==> config.mk <==
export PLATFORM = sky130hd
export DESIGN_NAME = pc_predict_unit
export DESIGN_NICKNAME = d
export VERILOG_FILES = /design/src/rtl/pc_predict_unit.sv
export SDC_FILE = /design/constraint.sdc
export NUM_CORES = 1
export LEC_CHECK = 0
export CORE_UTILIZATION = 66
export DETAILED_ROUTE_END_ITERATION = 8
export PLACE_DENSITY_LB_ADDON = 0.3
export SYNTH_ARGS = -nofsm -noshare
export SYNTH_HDL_FRONTEND = slang
export SYNTH_SLANG_ARGS = --single-unit
==> constraint.sdc <==
create_clock -name clk -period 10.5 [get_ports clk]
set_input_delay 2.625 -clock clk [delete_from_list [all_inputs] [get_ports clk]]
set_output_delay 2.625 -clock clk [all_outputs]
set_load 0.05 [all_outputs]
==> src/rtl/pc_predict_unit.sv <==
// Fetch PC register with a direct-mapped BTB of 2-bit saturating counters.
// EX-stage redirects (mispredict or misaligned taken target) override fetch stalls.
module pc_predict_unit #(
  parameter int               WIDTH        = 32,
  parameter int               BTB_DEPTH    = 16,
  parameter logic [WIDTH-1:0] RESET_VECTOR = '0,
  parameter logic [WIDTH-1:0] TRAP_VECTOR  = 32'h0000_0100
) (
  input  logic             clk,
  input  logic             rst,
  input  logic             stall_F,
  input  logic             ex_valid,
  input  logic [WIDTH-1:0] ex_pc,
  input  logic             ex_taken,
  input  logic [WIDTH-1:0] ex_target,
  input  logic             ex_pred_taken,
  input  logic [WIDTH-1:0] ex_pred_target,
  output logic [WIDTH-1:0] pc,
  output logic             pred_taken,
  output logic [WIDTH-1:0] pred_target,
  output logic             flush,
  output logic             misalign_err
);

  localparam int               IDX     = $clog2(BTB_DEPTH);
  localparam int               TAG_W   = WIDTH - IDX - 2;
  localparam logic [WIDTH-1:0] PC_STEP = WIDTH'(4);

  logic [WIDTH-1:0] pc_q, pc_d;
  logic [WIDTH-1:0] pc_plus4;

  logic [BTB_DEPTH-1:0] valid_q;
  logic [TAG_W-1:0]     tag_q    [BTB_DEPTH];
  logic [WIDTH-1:0]     target_q [BTB_DEPTH];
  logic [1:0]           ctr_q    [BTB_DEPTH];

  logic [IDX-1:0]   rd_idx, wr_idx;
  logic [TAG_W-1:0] rd_tag, wr_tag;
  logic             rd_hit, wr_hit;
  logic             mispredict, btb_we;

  // Fetch-side lookup
  assign rd_idx   = pc_q[IDX+1:2];
  assign rd_tag   = pc_q[WIDTH-1:IDX+2];
  assign rd_hit   = valid_q[rd_idx] && (tag_q[rd_idx] == rd_tag);
  assign pc_plus4 = pc_q + PC_STEP;

  assign pc          = pc_q;
  assign pred_taken  = rd_hit & ctr_q[rd_idx][1];
  assign pred_target = rd_hit ? target_q[rd_idx] : pc_plus4;

  // Resolution side
  assign misalign_err = ex_valid & ex_taken & (ex_target[1:0] != 2'b00);
  assign mispredict   = ex_valid & ~misalign_err &
                        ((ex_taken != ex_pred_taken) |
                         (ex_taken & (ex_target != ex_pred_target)));
  assign flush        = mispredict | misalign_err;

  assign wr_idx = ex_pc[IDX+1:2];
  assign wr_tag = ex_pc[WIDTH-1:IDX+2];
  assign wr_hit = valid_q[wr_idx] && (tag_q[wr_idx] == wr_tag);
  assign btb_we = ex_valid & ~misalign_err;

  // NOTE: pc_d gets a default before the priority chain so no path leaves it unassigned (no latch).
  always_comb begin
    pc_d = pc_plus4;
    if (misalign_err)    pc_d = TRAP_VECTOR;
    else if (mispredict) pc_d = ex_taken ? ex_target : (ex_pc + PC_STEP);
    else if (stall_F)    pc_d = pc_q;
    else if (pred_taken) pc_d = pred_target;
  end

  // NOTE: clocked state uses non-blocking assignments so every register samples pre-edge values.
  always_ff @(posedge clk or negedge rst) begin
    if (!rst) begin
      pc_q    <= RESET_VECTOR;
      valid_q <= '0;
    end else begin
      pc_q <= pc_d;
      if (btb_we && ex_taken) valid_q[wr_idx] <= 1'b1;
    end
  end

  // NOTE: tag/target/ctr have no reset; they are only read behind a set valid bit.
  always_ff @(posedge clk) begin
    if (btb_we) begin
      if (ex_taken) begin
        tag_q[wr_idx]    <= wr_tag;
        target_q[wr_idx] <= ex_target;
        if (!wr_hit)                       ctr_q[wr_idx] <= 2'b10;
        else if (ctr_q[wr_idx] != 2'b11)   ctr_q[wr_idx] <= ctr_q[wr_idx] + 2'd1;
      end else if (wr_hit && (ctr_q[wr_idx] != 2'b00)) begin
        ctr_q[wr_idx] <= ctr_q[wr_idx] - 2'd1;
      end
    end
  end

endmodule

==> results.py <==
metrics = {
    "global_routing": {
        "grtUsageTotal": 0.395,
        "grt_pass1_vias": 28383,
        "grt_max_degree": 120,
        "gr-total-overflow": 0,
        "antenna_found_initial": 4,
        "grt_pass1_wl_um": 195000,
    },
    "sta": {
        "fin_crit_ps": 9460,
        "min_period_over_period": 0.901,
        "finalMaxSlewViolations": 0,
        "whs_ps": 499,
        "relSlewSlack": 0.225,
        "setup_tns_ps": 0,
        "max_slew.worst_pin.slew_ps": 1160,
        "clock-skew-final_ps": 46.4,
        "rsz0062_at_grt": "no",
        "final-hold-violation-count": 0,
        "setup_viol": 0,
        "timing.fmax_mhz": 106,
    },
    "critical_path": {
        "timing.rr.end": "pc[4]",
        "path_class": "flop to primary output",
        "critPathCapture": "pred_target[17]",
        "regToRegStartpoint": "pc[2]",
        "critPathMaxFanout": 48,
        "worst-r2r-cell-count": 11,
        "critical_path.startpoint": "pc[2]",
        "end_kind": "primary output",
        "critPathRequiredTime_ps": 7880,
        "cp-start-kind": "flop",
        "reg2reg_slack_ps": 4620,
        "worstPathArrival_ps": 6840,
    },
    "logic_synthesis": {
        "ys_seq_elements": 1008,
        "yosysUniqueCellTypes": 74,
        "synth.mux.area_fraction": 0.220,
        "synthXorXnorAreaFrac": 0.0251,
        "synthFlopType": "edfxtp_1",
        "synth_fa_ha_area_frac": 0.00191,
        "synth_nets": 2601,
        "synth-edff-count": 960,
        "yosys.area_share.simple": 0.0442,
        "synthCells": 2492,
        "syn_area_sq_um": 45800,
        "synth_compound_area_frac": 0.0339,
        "synthArstFlopShare": 0.0476,
        "yosysTopAreaCellShare": 0.630,
        "synthTopCellsByArea": "edfxtp_1 (63%), mux4_2 (18%), dfrtp_1 (2.6%)",
        "synth-seq-area-share": 0.656,
        "synth_top_family_by_area": "multiplexers",
        "yosys.area.top_type": "edfxtp_1",
        "yosys_warnings": 0,
        "syn_area_per_cell_sq_um": 18.4,
    },
    "clocking": {
        "clockBufferDepth": 3,
        "clock-root-buffer": "clkbuf_16",
        "cts_made_buffers": 97,
        "h-tree-depth": 3,
        "hold_buffers": 0,
        "clk_pin_slew_ps": 60,
        "post-cts-setup-buffers": 0,
        "cts_sinks": 1008,
        "cts_resized": 0,
        "insertion_delay_ps": 690,
        "tritoncts": "built",
    },
    "floorplanning": {
        "fp.coreArea_sq_um": 68600,
        "die-area_sq_um": 70400,
        "io_pins": 169,
        "fp.dieH_um": 265,
        "rows": 96,
        "die_width_um": 265,
        "initial_core_util": 0.667,
    },
    "power_and_ir_drop": {
        "power_density_nw_per_um2": 195,
        "leakage_uw": 0.0168,
        "peakVddDrop_v": 0.000194,
    },
    "detailed_routing": {
        "vias": 28005,
        "ant_nets": 0,
        "post-route-drc-count": 0,
        "vias_per_cell": 7.60,
        "drtPass1Iterations": 7,
        "initialDrtViolationCount": 4854,
        "wl_per_cell_um": 37.0,
        "totalWireLength_um": 136000,
    },
    "cells_and_area": {
        "fin_nets": 2779,
        "multiInputGateArea_sq_um": 15000,
        "drive_gt1_frac": 0.246,
        "seq_area_sq_um": 30000,
        "nFillCells": 3649,
        "final_area_sq_um": 51700,
        "syn_to_final_growth_pct": 12.9,
    },
    "placed_design": {
        "portBuffers": 168,
        "place_area_sq_um": 48500,
        "dp_hpwl_um": 78100,
        "gp_congestion": 0.955,
    },
    "min_path": {
        "worstHoldPathCells": 1,
        "hold_path_class": "flop to flop",
    },
    "status": {
        "outcome": "completed",
    },
    "flow_run": {
        "maxCapViolCount": 0,
    },
}
## worst min path at each step
stage | endpoint | from
3_5_place_dp | valid_q[15] | valid_q[15]
2_1_floorplan | valid_q[13] | valid_q[13]
3_3_place_gp | valid_q[5] | valid_q[5]
6_report | valid_q[7] | valid_q[7]
5_1_grt | valid_q[13] | valid_q[13]
4_1_cts | valid_q[7] | valid_q[7]
## logic make-up (layout without fill, tap and decap cells)
| kind of cell | after synthesis | after routing |
|---|---|---|
| xor gates and xnor gates | 131 | 131 |
| DFF | 1008 | 1008 |
| adders and majority gates | 7 | 7 |
| muxes | 532 | 532 |
| AOI/OAI and AO/OA | 227 | 227 |
| buffers and inverters | 187 | 446 |
| other | 0 | 1 |
| and+or+nand+nor | 400 | 400 |
## synth_stat cells (all sizes together) (4+ instances only)
master / n
nand2: 103
buf: 76
a32oi: 5
xnor2: 58
a22oi: 19
or3: 6
nor4: 20
o31ai: 6
and2: 20
nor3: 14
nor4b: 4
and3: 15
o21a: 4
nand4: 18
a2111oi: 6
mux4: 375
dfrtp: 48
nand3: 39
inv: 25
mux2: 54
nor2: 93
o22ai: 15
nand2b: 17
or2: 22
a211oi: 5
clkbuf: 85
o21ai: 60
xor2: 73
a221oi: 6
nor2b: 16
o2111ai: 5
o22a: 4
a21oi: 35
ha: 7
a22o: 8
edfxtp: 960
a31oi: 10
or4: 5
o2bb2ai: 7
mux2i: 103
## area by class of cell
class / instances / share of cell area
antenna: 1 / 0.0000484
clock buffer: 123 / 0.0492
clock inverter: 57 / 0.0119
inverter: 26 / 0.00191
multi-input combinational: 1297 / 0.290
sequential: 1008 / 0.581
tap: 931 / 0.0225
timing repair buffer: 240 / 0.0435
## worst max-delay path, cell delays in order, from the launching register on
cell and delay, ps:
dfrtp_4 1130, buf_4 540, mux4_2 650, nor2_1 160, nor4_1 70, or4_1 490
nor4_1 420, nor4b_2 490, nor3b_4 290, buf_4 510, nor2_1 100, a21oi_1 350
clkdlybuf4s50_1 890
## stage by stage
step	power, uW	setup slack (ps)	util	instances
5_1_grt	10300	831	0.754	3682
4_1_cts	10000	1170	0.754	3682
6_report	10100	1040	0.754	3683
3_3_place_gp	6530	1540	0.707	3502
3_5_place_dp	6560	1410	0.707	3502
2_1_floorplan	5880	3270	-	2492
## power breakdown
| part | switching, uW | internal (uW) | total (uW) |
|---|---|---|---|
| registers | 171 | 4440 | 4610 |
| logic | 1130 | 812 | 1940 |
| clock network | 1560 | 1980 | 3530 |
| total | 2850 | 7230 | 10100 |
## placed cells by master (no fill, tap or decap), drive strengths merged, types with 8 or more instances in the layout
| cell | instances |
|---|---|
| nand4 | 18 |
| inv | 28 |
| and2 | 20 |
| nor2 | 93 |
| clkbuf | 124 |
| nor3 | 14 |
| a22oi | 19 |
| xnor2 | 58 |
| or2 | 22 |
| clkdlybuf4s50 | 161 |
| nand2 | 103 |
| xor2 | 73 |
| o22ai | 15 |
| and3 | 15 |
| clkinv | 42 |
| a21oi | 35 |
| o21ai | 60 |
| bufinv | 10 |
| edfxtp | 960 |
| mux4 | 375 |
| a22o | 8 |
| nor2b | 16 |
| a31oi | 10 |
| mux2i | 103 |
| nor4 | 20 |
| dfrtp | 48 |
| mux2 | 54 |
| buf | 78 |
| nand3 | 39 |
| nand2b | 17 |
## per-layer routing
layer,track usage,part of all wire,wire length (um),vias up
met5,0,0.00029,39,-
met4,0.213,0.057,7830,6
met3,0.125,0.15,20000,558
met2,0.606,0.47,63700,2681
met1,0.511,0.33,44800,14141
li1,-,-,-,10619
## sequential cells by signal, indices dropped and copies added, names as in the netlist
register	count
target_q	512
tag_q	416
ctr_q	32
pc	32
valid_q	16
Note: power is estimated with default switching activity, not from simulation.
